--- src/rtl/pc_sequencer.sv ---
// Multi-cycle fetch/decode/exec/writeback sequencer that owns the PC of the 8-puzzle solver core.
// Optional single-step mode (PAUSE between instructions) is enabled by defining PC_SEQUENCER_SINGLE_STEP_EN.
module pc_sequencer #(
   parameter int          PC_W      = 6,
   parameter logic [4:0]  HALT_OP   = 5'b11111,
   parameter logic [15:0] MAX_STEPS = 16'hFFFF
) (
   input  logic            clk,
   input  logic            rst_n,
   input  logic            start,
`ifdef PC_SEQUENCER_SINGLE_STEP_EN
   input  logic            step,
`endif
   output logic            busy,
   output logic            done,
   output logic            timeout,
   output logic            imem_req,
   output logic [PC_W-1:0] imem_addr,
   input  logic            imem_ack,
   input  logic [15:0]     imem_data,
   output logic [15:0]     op,
   output logic            zf,
   input  logic            alu_zf,
   input  logic [PC_W-1:0] dec_pc_in,
   input  logic            dec_pc_we,
   input  logic            dec_reg_we,
   input  logic            dec_mem_we,
   output logic            reg_we_o,
   output logic            mem_we_o,
   output logic [PC_W-1:0] pc,
   output logic [15:0]     steps
);

`ifdef PC_SEQUENCER_SINGLE_STEP_EN
   typedef enum logic [2:0] {
      S_IDLE, S_FETCH, S_DECODE, S_EXEC, S_WB, S_DONE, S_PAUSE
   } state_t;
`else
   typedef enum logic [2:0] {
      S_IDLE, S_FETCH, S_DECODE, S_EXEC, S_WB, S_DONE
   } state_t;
`endif

   state_t          state_reg, state_next;
   logic [PC_W-1:0] pc_reg;
   logic [15:0]     op_reg;
   logic            zf_reg;
   logic            pend_zf_reg;
   logic [15:0]     steps_reg;
   logic            timeout_reg;

   logic            is_halt;
   logic [15:0]     steps_inc;

   assign is_halt   = (op_reg[15:11] == HALT_OP);
   assign steps_inc = (steps_reg == 16'hFFFF) ? steps_reg : steps_reg + 16'd1;

   always_ff @(posedge clk) begin
      if (!rst_n) begin
         state_reg   <= S_IDLE;
         pc_reg      <= '0;
         op_reg      <= '0;
         zf_reg      <= 1'b0;
         pend_zf_reg <= 1'b0;
         steps_reg   <= '0;
         timeout_reg <= 1'b0;
      end else begin
         state_reg <= state_next;
         case (state_reg)
            S_IDLE, S_DONE: begin
               if (start) begin
                  pc_reg      <= '0;
                  steps_reg   <= '0;
                  zf_reg      <= 1'b0;
                  timeout_reg <= 1'b0;
               end
            end
            S_FETCH: begin
               if (imem_ack) op_reg <= imem_data;
            end
            S_EXEC: pend_zf_reg <= alu_zf;
            S_WB: begin
               zf_reg    <= pend_zf_reg;
               steps_reg <= steps_inc;
               // A retiring HALT leaves the PC pointing at itself and never flags a timeout.
               if (!is_halt) begin
                  pc_reg <= dec_pc_we ? dec_pc_in : pc_reg + {{(PC_W-1){1'b0}}, 1'b1};
                  if (steps_inc == MAX_STEPS) timeout_reg <= 1'b1;
               end
            end
            default: ;
         endcase
      end
   end

   always_comb begin
      state_next = state_reg;
      imem_req   = 1'b0;
      busy       = 1'b0;
      done       = 1'b0;
      reg_we_o   = 1'b0;
      mem_we_o   = 1'b0;
      case (state_reg)
         S_IDLE: begin
            if (start) state_next = S_FETCH;
         end
         S_FETCH: begin
            imem_req = 1'b1;
            busy     = 1'b1;
            if (imem_ack) state_next = S_DECODE;
         end
         S_DECODE: begin
            busy       = 1'b1;
            state_next = S_EXEC;
         end
         S_EXEC: begin
            busy       = 1'b1;
            state_next = S_WB;
         end
         S_WB: begin
            busy     = 1'b1;
            reg_we_o = dec_reg_we & ~is_halt;
            mem_we_o = dec_mem_we & ~is_halt;
            if (is_halt || steps_inc == MAX_STEPS) begin
               state_next = S_DONE;
            end else begin
`ifdef PC_SEQUENCER_SINGLE_STEP_EN
               state_next = S_PAUSE;
`else
               state_next = S_FETCH;
`endif
            end
         end
         S_DONE: begin
            done = 1'b1;
            if (start) state_next = S_FETCH;
         end
`ifdef PC_SEQUENCER_SINGLE_STEP_EN
         S_PAUSE: begin
            busy = 1'b1;
            if (step) state_next = S_FETCH;
         end
`endif
         default: state_next = S_IDLE;
      endcase
   end

   assign imem_addr = pc_reg;
   assign pc        = pc_reg;
   assign op        = op_reg;
   assign zf        = zf_reg;
   assign steps     = steps_reg;
   assign timeout   = timeout_reg;

endmodule

--- config.mk ---
export PLATFORM = sky130hd
export DESIGN_NAME = pc_sequencer
export DESIGN_NICKNAME = d
export VERILOG_FILES = /design/src/rtl/pc_sequencer.sv
export SDC_FILE = /design/constraint.sdc
export NUM_CORES = 1
export LEC_CHECK = 0
export CAP_MARGIN = 40
export CORE_MARGIN = 2
export CORE_UTILIZATION = 50
export CTS_CLUSTER_SIZE = 12
export DETAILED_ROUTE_END_ITERATION = 12
export PLACE_DENSITY_LB_ADDON = 0.25
export SETUP_SLACK_MARGIN = 0.02
export SYNTH_ARGS = -nofsm -noshare
export SYNTH_HDL_FRONTEND = slang
export SYNTH_SLANG_ARGS = --single-unit
--- constraint.sdc ---
create_clock -name clk -period 6.43 [get_ports clk]
set_clock_uncertainty 0.05 [all_clocks]
set_input_delay 0.9645 -clock clk [delete_from_list [all_inputs] [get_ports clk]]
set_output_delay 0.9645 -clock clk [all_outputs]
set_load 0.005 [all_outputs]
==> Yosys cells after proc, flatten, opt, wreduce, memory -nomap -nowiden <==
Cells that the tools add are included.
{ "totals": {"inputBits": 30, "wordCells": 55, "reg_bits": 44} }
{ "op_classes": {"bitwise_logic": 3, "n_addsub": 2, "reduce_logical": 10, "eq_ne": 12, "n_mux": 21} }
{ "op_table": {"columns": ["cell", "n"], "rows": [
  ["$eq A16 B16 Y1 const B", 2],
  ["$mux W16", 2],
  ["$pmux W16 S2", 1],
  ["$mux W6", 3],
  ["$add A16 B1 Y16 const B", 1],
  ["$pmux W3 S5", 1],
  ["$pmux W6 S2", 1],
  ["$mux W3", 3],
  ["$mux W1", 8],
  ["$add A6 B1 Y6 const B", 1],
  ["$eq A3 B2 Y1 const B", 2],
  ["$eq A3 B3 Y1 const B", 2],
  ["$ne A2 B2 Y1 const B", 3],
  ["$reduce_and A2 Y1", 3],
  ["$eq A5 B5 Y1 const B", 1],
  ["$pmux W1 S2", 2],
  ["$reduce_and A4 Y1", 1],
  ["$reduce_or A4 Y1", 1],
  ["$eq A3 B1 Y1 const B", 1],
  ["$logic_not A3 Y1", 1],
  ["$reduce_and A3 Y1", 1],
  ["$and A1 B1 Y1", 2],
  ["$ne A2 B1 Y1 const B", 1],
  ["$reduce_bool A2 Y1", 1],
  ["3 further kinds", 3]
]} }

==> Longest topological paths before layout <==
Gate-level depths: netlist of run 1.
{ "logic_depth": {"word_depth": 6, "ltp_mapped": 8, "mapped_depth_nobuf": 7} }

==> Least setup slack after synthesis of run 1 <==
OpenSTA, ideal clock, no wires.
{ "synth_path": {"path_type": "flip-flop to output port", "startpoint": "register state_reg[2]", "endpoint": "output mem_we_o", "slack_ns": 3.836, "stages_incl_launch_ff": 6, "required_ns": 5.415, "path_buffers": 2, "arrival_ns": 1.580, "cell_sequence": "dfxtp_1 buf_2 inv_1 nor3_1 clkbuf_1 and3_1"} }
{ "synth_via": {"elab_chain_len": 2} }
{ "synth_lines": {"columns": ["item", "line_no", "source"], "rows": [
  ["start, declared", "44", "state_t state_reg, state_next;"],
  ["start signal, assigned", "68", "state_reg <= state_next;"],
  ["$eq A3 B3 Y1", "103", "case (state_reg)"],
  ["$mux W1", "103", null],
  ["end, declared", "29", "output logic mem_we_o,"]
]} }
No other way between the ends.

==> Final worst setup path of run 1 <==
{ "layout_path": {"startpoint": "register state_reg[2]", "endpoint": "output reg_we_o"} }
{ "layout_via": {"elab_chain_len": 2} }
{ "layout_lines": {"columns": ["item", "line_no", "source"], "rows": [
  ["$eq A3 B3 Y1", "103", null],
  ["$mux W1", "103", null],
  ["end, declared", "28", "output logic reg_we_o,"]
]} }
No other way between the ends.

==> results of run 1 <==
## worst register-to-register path, stage by stage (launching register included)
cell      delay [ns]
dfxtp_1         0.42
inv_1           0.19
nand3_1         0.61
o211ai_1        0.83
nor2_1          0.21
a22oi_1         0.20
nor2b_1         0.06
## through the flow
step,utilization (%),instance area [µm²],std cells,setup WS [ns]
6_report,68.2,3440,464,3.26
5_1_grt,68.2,3440,464,3.08
4_1_cts,68.2,3440,464,3.28
3_5_place_dp,65.8,3320,456,3.32
3_3_place_gp,65.8,3320,456,3.32
2_1_floorplan,-,2570,332,3.84
## cell usage in the layout, fill, tap and decap left out, types with 2 or more instances in the layout
cell,n
nand2b_1,3
nand4_2,2
and4_1,2
clkdlybuf4s50_1,80
dfxtp_1,44
clkbuf_8,6
a31oi_1,2
and2_1,3
a21oi_1,19
nor4_1,3
nor2_1,22
nor3_1,13
xnor2_1,3
inv_1,4
nand3_2,2
nor2b_1,9
a22oi_1,4
nor4_4,2
o21ai_0,17
nand3_1,17
nor3b_1,3
nand2_1,58
o2111ai_1,3
a21boi_0,21
o221a_2,2
o211ai_1,2
xor2_1,2
buf_4,3
ha_1,2
nand4_1,7
o211a_1,2
o22ai_1,3
o31ai_1,2
and3_1,5
a22o_1,2
mux2i_1,3
## power breakdown
group          leakage (nW)  switching [mW]  internal [mW]  total [mW]
clock                0.0614          0.0993          0.127       0.226
combinational         0.746          0.0622         0.0627       0.125
sequential            0.356          0.0133          0.282       0.296
## worst paths after layout
path | startpoint | endpoint | cells past startpoint
setup reg to reg | state_reg[0]$_SDFFE_PN0P_ | imem_addr[3]$_SDFFE_PN0P_ | 6
hold / removal | op[10]$_SDFFE_PN0P_ | op[10]$_SDFFE_PN0P_ | 2
setup / recovery | state_reg[2]$_SDFFE_PN0P_ | reg_we_o | 5
hold reg to reg | op[10]$_SDFFE_PN0P_ | op[10]$_SDFFE_PN0P_ | 2
## cell type report
type                    instances  area (µm²)
well taps                      70        87.6
inverters                       5        18.8
clock buffers                   6        82.6
multi-input cells             254        1510
fillers                       438        1600
clock inverters                 2        38.8
repair buffers                 83         823
flip-flops and latches         44         881
## kinds of logic after synthesis
group / Yosys count / synth area share (%)
adder cells (fa/ha/maj): 2 / 0.974
AND/OR/NAND/NOR: 156 / 31.4
multiplexers: 3 / 1.17
buffers and inverters: 34 / 7.06
flip-flops: 44 / 34.3
XOR/XNOR: 5 / 1.70
AO/OA/AOI/OAI: 88 / 23.4
## metal layers
metal	wire length [µm]	global-route usage (%)
met4	65	5.85
met5	0	0
met3	577	7.14
met1	2890	32.7
met2	3170	40.8
==> run_results.csv, run 1 <==
group,metric,value,unit
setup_path,critPathMaxStageDelay,0.51,ns
layout,drive_above_1_share,6.35,%
layout,fin_nets,425,
clock_tree,tritoncts,"built",
sta,worst_slew_pin_slew,0.820,ns
setup_path,arrival,2.15,ns
pwr,finalPower,0.647,mW
flow_run,cap_violations,0,
die,die_area,0.00573,mm²
synth,synth_top_area_share,34.3,%
clock_tree,clock_sinks,44,
synth,synth_area_leaders,"dfxtp_1 34%, nand2_1 8.5%, a21boi_0 6.1%, a21oi_1 3.7%, nand3_1 3.3%",
place,io_buffers,80,
detailed_routing,drc,0,
detailed_routing,drtIter0Drc,179,
pwr,p_leak,1.16,nW
sta,tns,0,ns
synth,post_synth.cell_area_avg,7.74,µm²
pwr,power_density,188,mW/mm²
sta,drv_slew,0,
layout,n_antenna_cell,0,
pwr,ir_drop,151,µV
setup_path,cp-start-kind,"register",
die,pin_count,81,
setup_path,crit_path_top_delay_cell,"clkdlybuf4s50_1",
sta,relSlewSlack,45.2,%
grt,globalRouteOverflowTotal,0,
layout,area_delta_synth_final,33.8,%
grt,antenna_found_initial,0,
synth,synth-edff-count,0,
detailed_routing,avgRoutedWirePerCell,14.5,µm
synth,synth_seq_cells,44,
place,hpwl,4.65,mm
setup_path,cp.required,5.42,ns
grt,grt_pass1_vias,2361,
detailed_routing,antenna_left,0,
detailed_routing,drtPass1Iterations,4,
place,gp_congestion,1.01,
synth,synth_area,0.00257,mm²
synth,synth_warnings,0,
clock_tree,cts_hold_buf,0,
sta,rsz0062_at_grt,"no",
sta,fin_crit_sh,49.3,%
die,die_w,75.7,µm
synth,yosysSeqAreaShare,34.3,%
clock_tree,htreeDepth,2,
worst_hold_path,worstHoldPathType,"register to register",
clock_tree,numCtsBuffers,5,
detailed_routing,vias,2649,
die,die_h,75.7,µm
die,core-area,0.00504,mm²
synth,synthArstFlopShare,0,%
setup_path,ff2ff_setup_slack,3.75,ns
sta,hold_viol,0,
detailed_routing,wl,6.71,mm
sta,fin_crit,3.17,ns
grt,grt_max_degree,45,
synth,yosys.cell_count.top_type,"nand2_1",
detailed_routing,via_per_inst,5.71,
sta,timing.hold.ws,0.415,ns
clock_tree,cts_resized,0,
synth,syn_nets,364,
synth,yosysUniqueCellTypes,52,
run_status,status,"finished clean",
die,rows,26,
die,initial_utilization,51.0,%
setup_path,cp_max_fo,18,
setup_path,cp_num_buf_inv,3,
setup_path,path_cells,"inv_1 > nor3_1 > buf_4 > and3_1 > clkdlybuf4s50_1",
synth,synth_area_leader_cell,"dfxtp_1",
clock_tree,clockBufferDepth,2,
grt,grt_use_total,24.9,%
setup_path,crit_path_end_kind,"output port",
synth,synth_ff_type,"dfxtp_1",
synth,syn_inst,332,
synth,yosys-top-cells-count,"58 x nand2_1, 44 x dfxtp_1, 22 x nor2_1",
clock_tree,cts.reportedPaths.clkPinSlew,0.09,ns
clock_tree,root_buffer,"clkbuf_8",
setup_path,cp_top_family,"buffers and inverters",
clock_tree,insertion_delay,0.30,ns
sta,max_clock_freq,316,MHz
sta,setup-violations-final,0,
setup_path,crit_type,"register to output port",
clock_tree,cts_setup_buffers,0,
grt,grt_pass1_wl,11.0,mm
Note: power is estimated with default switching activity, not from simulation.
==> run 2, diff against run 1 <==
- CORE_UTILIZATION: 50 -> 47
- clock period: 6.43 -> 3 ns (I/O delays scaled with it)
==> run 2 against run 1 <==
Die area rose by 6.0%. Highest routed layer unchanged. First-iteration DRC count fell by 3.4%. Power rose by 100%. Core utilization fell by 2.3 points. Final area fell by 0.25%. Sequential share of layout area rose by 0.065 points. Critical path depth fell by 1. Critical path type unchanged. Via count rose by 0.23%. Worst hold slack barely moved. Sequential power rose by 110%. Global-route usage fell by 1.8 points. Count of clock-buffer cells in the layout did not move.
==> run_results.csv, run 2 (synthesized netlist as in run 1, its figures left out) <==
group,metric,value,unit
grt,grt_pass1_wl,11.4,mm
sta,hold_viol,0,
sta,worst_slew_pin_slew,0.685,ns
clock_tree,htreeDepth,2,
place,gp_congestion,0.868,
sta,rsz0062_at_grt,"no",
layout,most-common-layout-cells,"80 x clkdlybuf4s50_1, 58 x nand2_1, 44 x dfxtp_1, 22 x nor2_1, 21 x a21boi_0",
sta,fin_crit_sh,85.9,%
detailed_routing,drtPass1Iterations,4,
die,die_area,0.00608,mm²
sta,tns,0,ns
setup_path,path_cells,"inv_1 > nor3_1 > and3_1 > clkdlybuf4s50_1",
layout,regArea,881,µm²
pwr,ir_drop,311,µV
setup_path,crit_path_top_delay_cell,"dfxtp_1",
detailed_routing,avgRoutedWirePerCell,14.6,µm
die,pin_count,81,
layout,multi_input_area,0.00151,mm²
detailed_routing,wl,6.82,mm
grt,grt_pass1_vias,2404,
sta,max_clock_freq,388,MHz
setup_path,cp_num_buf_inv,2,
clock_tree,cts_resized,0,
sta,relSlewSlack,54.2,%
die,rows,26,
place,hpwl,4.86,mm
clock_tree,clockBufferDepth,2,
setup_path,crit_type,"register to output port",
setup_path,arrival,2.08,ns
clock_tree,clock_sinks,44,
clock_tree,cts_hold_buf,0,
sta,fin_crit,2.58,ns
setup_path,cp_max_fo,9,
layout,fin_nets,427,
clock_tree,root_buffer,"clkbuf_8",
run_status,status,"finished clean",
flow_run,cap_violations,0,
grt,top_usage_layer,"met2",
detailed_routing,via_per_inst,5.70,
place,dpl.cell_count,458,
grt,met2_usage,35.9,%
die,initial_utilization,49.4,%
die,die_w,77.9,µm
detailed_routing,drtIter0Drc,173,
setup_path,ff2ff_setup_slack,0.45,ns
grt,grt_use_total,23.1,%
grt,met3_usage,6.86,%
clock_tree,cts.reportedPaths.clkPinSlew,0.08,ns
detailed_routing,antenna_left,0,
die,die_h,77.9,µm
sta,setup-violations-final,0,
pwr,power_density,380,mW/mm²
layout,mostFrequentLayoutCell,"clkdlybuf4s50_1",
detailed_routing,vias,2655,
sta,drv_slew,0,
worst_hold_path,worstHoldPathType,"register to register",
clock_tree,cts_setup_buffers,0,
clock_tree,numCtsBuffers,5,
die,core-area,0.00520,mm²
layout,drive_above_1_share,6.82,%
setup_path,cp_top_family,"buffers and inverters",
detailed_routing,drc,0,
setup_path,crit_path_end_kind,"output port",
setup_path,cp-start-kind,"register",
layout,fin_cells,466,
pwr,p_leak,1.15,nW
clock_tree,tritoncts,"built",
grt,globalRouteOverflowTotal,0,
layout,n_antenna_cell,0,
grt,antenna_found_initial,0,
layout,fillers,458,
setup_path,cp.required,2.50,ns
clock_tree,insertion_delay,0.31,ns
grt,grt_max_degree,45,
grt,use_met1,31.2,%
place,io_buffers,80,
setup_path,critPathMaxStageDelay,0.51,ns
layout,area_delta_synth_final,33.5,%
run 2: changes by cell type in the layout (fill, tap and decap cells not counted), sizes merged:
cell	previous run	this run
buf	3	5
clkinvlp	0	2
bufinv	1	0
clkinv	2	1
run 2: path summary, 6_finish.rpt:
| path | startpoint | endpoint | cells after the start |
|---|---|---|---|
| setup reg to reg | steps[0]$_SDFFE_PN0P_ | timeout$_SDFFE_PN0P_ | 6 |
| hold reg to reg | op[2]$_SDFFE_PN0P_ | op[2]$_SDFFE_PN0P_ | 2 |
| setup / recovery | state_reg[2]$_SDFFE_PN0P_ | mem_we_o | 4 |
| hold / removal | op[2]$_SDFFE_PN0P_ | op[2]$_SDFFE_PN0P_ | 2 |
run 2: worst register-to-register path, cell delays in order (launching register included):
cell,delay (ns)
dfxtp_1,0.51
ha_1,0.34
nand4_1,0.33
or4_1,0.64
o22ai_1,0.21
o2111ai_1,0.18
o31ai_2,0.21
run 2: metal layers:
| metal | wire length, µm | share of wire, % |
|---|---|---|
| met1 | 3100 | 45 |
| met2 | 3050 | 45 |
| met3 | 579 | 8.5 |
| met4 | 88 | 1.3 |
| met5 | 0 | 0 |
run 2: metrics by stage:
| stage | utilization (%) | total power [mW] | cell area [µm²] | worst slack, ns | hold WS (ns) |
|---|---|---|---|---|---|
| 2_1_floorplan | - | 0.789 | 2570 | 0.835 | 0.408 |
| 3_3_place_gp | 64.0 | 0.913 | 3330 | 0.647 | 0.399 |
| 3_5_place_dp | 64.0 | 0.917 | 3330 | 0.534 | 0.408 |
| 4_1_cts | 65.9 | 1.32 | 3430 | 0.416 | 0.420 |
| 5_1_grt | 65.9 | 1.37 | 3430 | 0.276 | 0.453 |
| 6_report | 65.9 | 1.30 | 3430 | 0.423 | 0.416 |
run 2: cell type report:
class                      count  share of cell area (%)
sequential                    44                    25.7
clock inverter                 2                   0.438
tap                           70                    2.55
inverter                       5                   0.547
clock buffer                   6                    2.41
multi-input combinational    254                    43.9
timing repair buffer          85                    24.4
run 2: power breakdown:
group	internal [mW]	total (mW)	switching, mW	leakage (nW)
Combinational	0.136	0.270	0.134	0.755
Sequential	0.605	0.633	0.0279	0.356
Clock	0.187	0.400	0.213	0.0434
==> run 3, diff against run 2 <==
- CAP_MARGIN: 40 -> 10
- CORE_UTILIZATION: 47 -> 48
- CTS_BUF_LIST: default -> sky130_fd_sc_hd__clkbuf_8
==> run 3 against run 2 <==
Highest routed layer unchanged. Maximum frequency is 1.5% lower. Combinational power about the same. Global-route usage is 0.53 points higher. Sequential power about the same. Critical path type unchanged.
==> run_results.csv, run 3 (synthesized netlist as in run 1, its figures left out) <==
group,metric,value,unit
setup_path,cp-start-kind,"register",
layout,n_antenna_cell,0,
die,core-area,0.00514,mm²
layout,fin_cells,466,
detailed_routing,drtIter0Drc,179,
setup_path,timing.rr.start,"steps[0]$_SDFFE_PN0P_",
detailed_routing,via_per_inst,5.77,
detailed_routing,wl,6.96,mm
pwr,finalPower,1.39,mW
sta,setup-violations-final,0,
clock_tree,cts_hold_buf,0,
worst_hold_path,hold_start,"op[0]$_SDFFE_PN0P_",
sta,hold_viol,0,
detailed_routing,drc,0,
setup_path,crit_path_end_kind,"output port",
clock_tree,cts_resized,0,
detailed_routing,avgRoutedWirePerCell,14.9,µm
worst_hold_path,whs_path_depth,2,
place,io_buffers,80,
run_status,status,"finished clean",
die,initial_utilization,50.0,%
layout,mostFrequentLayoutCell,"clkdlybuf4s50_1",
die,rows,26,
setup_path,arrival,2.12,ns
pwr,p_leak,1.17,nW
layout,area_delta_synth_final,34.4,%
detailed_routing,antenna_left,0,
sta,tns,0,ns
setup_path,cp_max_fo,9,
pwr,power_density,403,mW/mm²
clock_tree,clockBufferDepth,2,
clock_tree,htreeDepth,2,
sta,max_clock_freq,382,MHz
die,die_h,77.2,µm
die,pin_count,81,
grt,antenna_found_initial,0,
sta,fin_crit_sh,87.2,%
layout,drive_above_1_share,6.82,%
clock_tree,cts_setup_buffers,0,
clock_tree,insertion_delay,0.30,ns
place,hpwl,5.04,mm
grt,grt_pass1_wl,11.6,mm
detailed_routing,drtPass1Iterations,4,
sta,relSlewSlack,53.5,%
layout,most-common-layout-cells,"80 x clkdlybuf4s50_1, 58 x nand2_1, 44 x dfxtp_1, 22 x nor2_1, 21 x a21boi_0",
clock_tree,root_buffer,"clkbuf_8",
sta,worst_slew_pin_slew,0.695,ns
layout,finish.utilization,67.2,%
setup_path,crit_type,"register to output port",
detailed_routing,vias,2690,
place,gp_congestion,0.874,
worst_hold_path,min_to,"op[0]$_SDFFE_PN0P_",
grt,grt_use_total,23.7,%
sta,timing.hold.ws,0.415,ns
grt,grt_max_degree,45,
sta,fin_crit,2.62,ns
setup_path,worstReg2RegEnd,"timeout$_SDFFE_PN0P_",
sta,fin_ws,0.384,ns
setup_path,cp.required,2.50,ns
sta,rsz0062_at_grt,"no",
place,placement.cell_area,0.00333,mm²
pwr,ir_drop,341,µV
worst_hold_path,worstHoldPathType,"register to register",
sta,drv_slew,0,
layout,fin_area,0.00345,mm²
setup_path,ff2ff_setup_slack,0.48,ns
place,dpl.cell_count,458,
die,die_area,0.00596,mm²
clock_tree,cts.reportedPaths.clkPinSlew,0.09,ns
place,dp_slack,0.531,ns
layout,fin_nets,427,
clock_tree,numCtsBuffers,5,
flow_run,cap_violations,0,
setup_path,rr_worst_depth,7,
grt,grt_pass1_vias,2469,
die,die_w,77.2,µm
grt,globalRouteOverflowTotal,0,
clock_tree,clock_sinks,44,
clock_tree,tritoncts,"built",
layout,fillers,465,
==> run 3: changes by cell type in the layout (fill, tap and decap cells not counted), sizes merged <==
cell	change
clkinvlp	-2
bufinv	+1
clkinv	+1
==> run 3: worst max-delay path, cell delays in order, from the launching register on <==
cell and delay (ns):
dfxtp_1 0.52, inv_1 0.18, nor3_1 0.40, and3_1 0.22
clkdlybuf4s50_1 0.50
==> run 3: layout make-up <==
class                   count  area (µm²)  area share, %
multi-input cells         254        1510           43.6
inverters                   5        18.8          0.543
flip-flops and latches     44         881           25.5
clock buffers               6        82.6           2.39
well taps                  70        87.6           2.54
clock inverters             2        38.8           1.12
repair buffers             85         838           24.3
==> run 3: routing by layer <==
| layer | share of wire, % | vias up | global-route usage [%] |
|---|---|---|---|
| li1 | - | 1317 | - |
| met1 | 43 | 1267 | 29.9 |
| met2 | 47 | 100 | 39.8 |
| met3 | 8.4 | 6 | 6.71 |
| met4 | 0.88 | 0 | 5.54 |
| met5 | 0 | - | 0 |
==> run 3: how the worst max path moves through the flow <==
stage | from | cells past startpoint | end
floorplan | steps[1]$_SDFFE_PN0P_ | 7 | timeout$_SDFFE_PN0P_
global placement | start | 7 | imem_addr[2]$_SDFFE_PN0P_
detailed placement | steps[0]$_SDFFE_PN0P_ | 6 | timeout$_SDFFE_PN0P_
CTS | state_reg[2]$_SDFFE_PN0P_ | 4 | reg_we_o
global route | state_reg[2]$_SDFFE_PN0P_ | 4 | reg_we_o
finish | state_reg[2]$_SDFFE_PN0P_ | 4 | reg_we_o
==> run 3: power by group <==
group	total (mW)	switching [mW]	internal (mW)
Clock	0.486	0.213	0.273
Combinational	0.273	0.135	0.138
Sequential	0.634	0.0282	0.605
Total	1.39	0.376	1.02
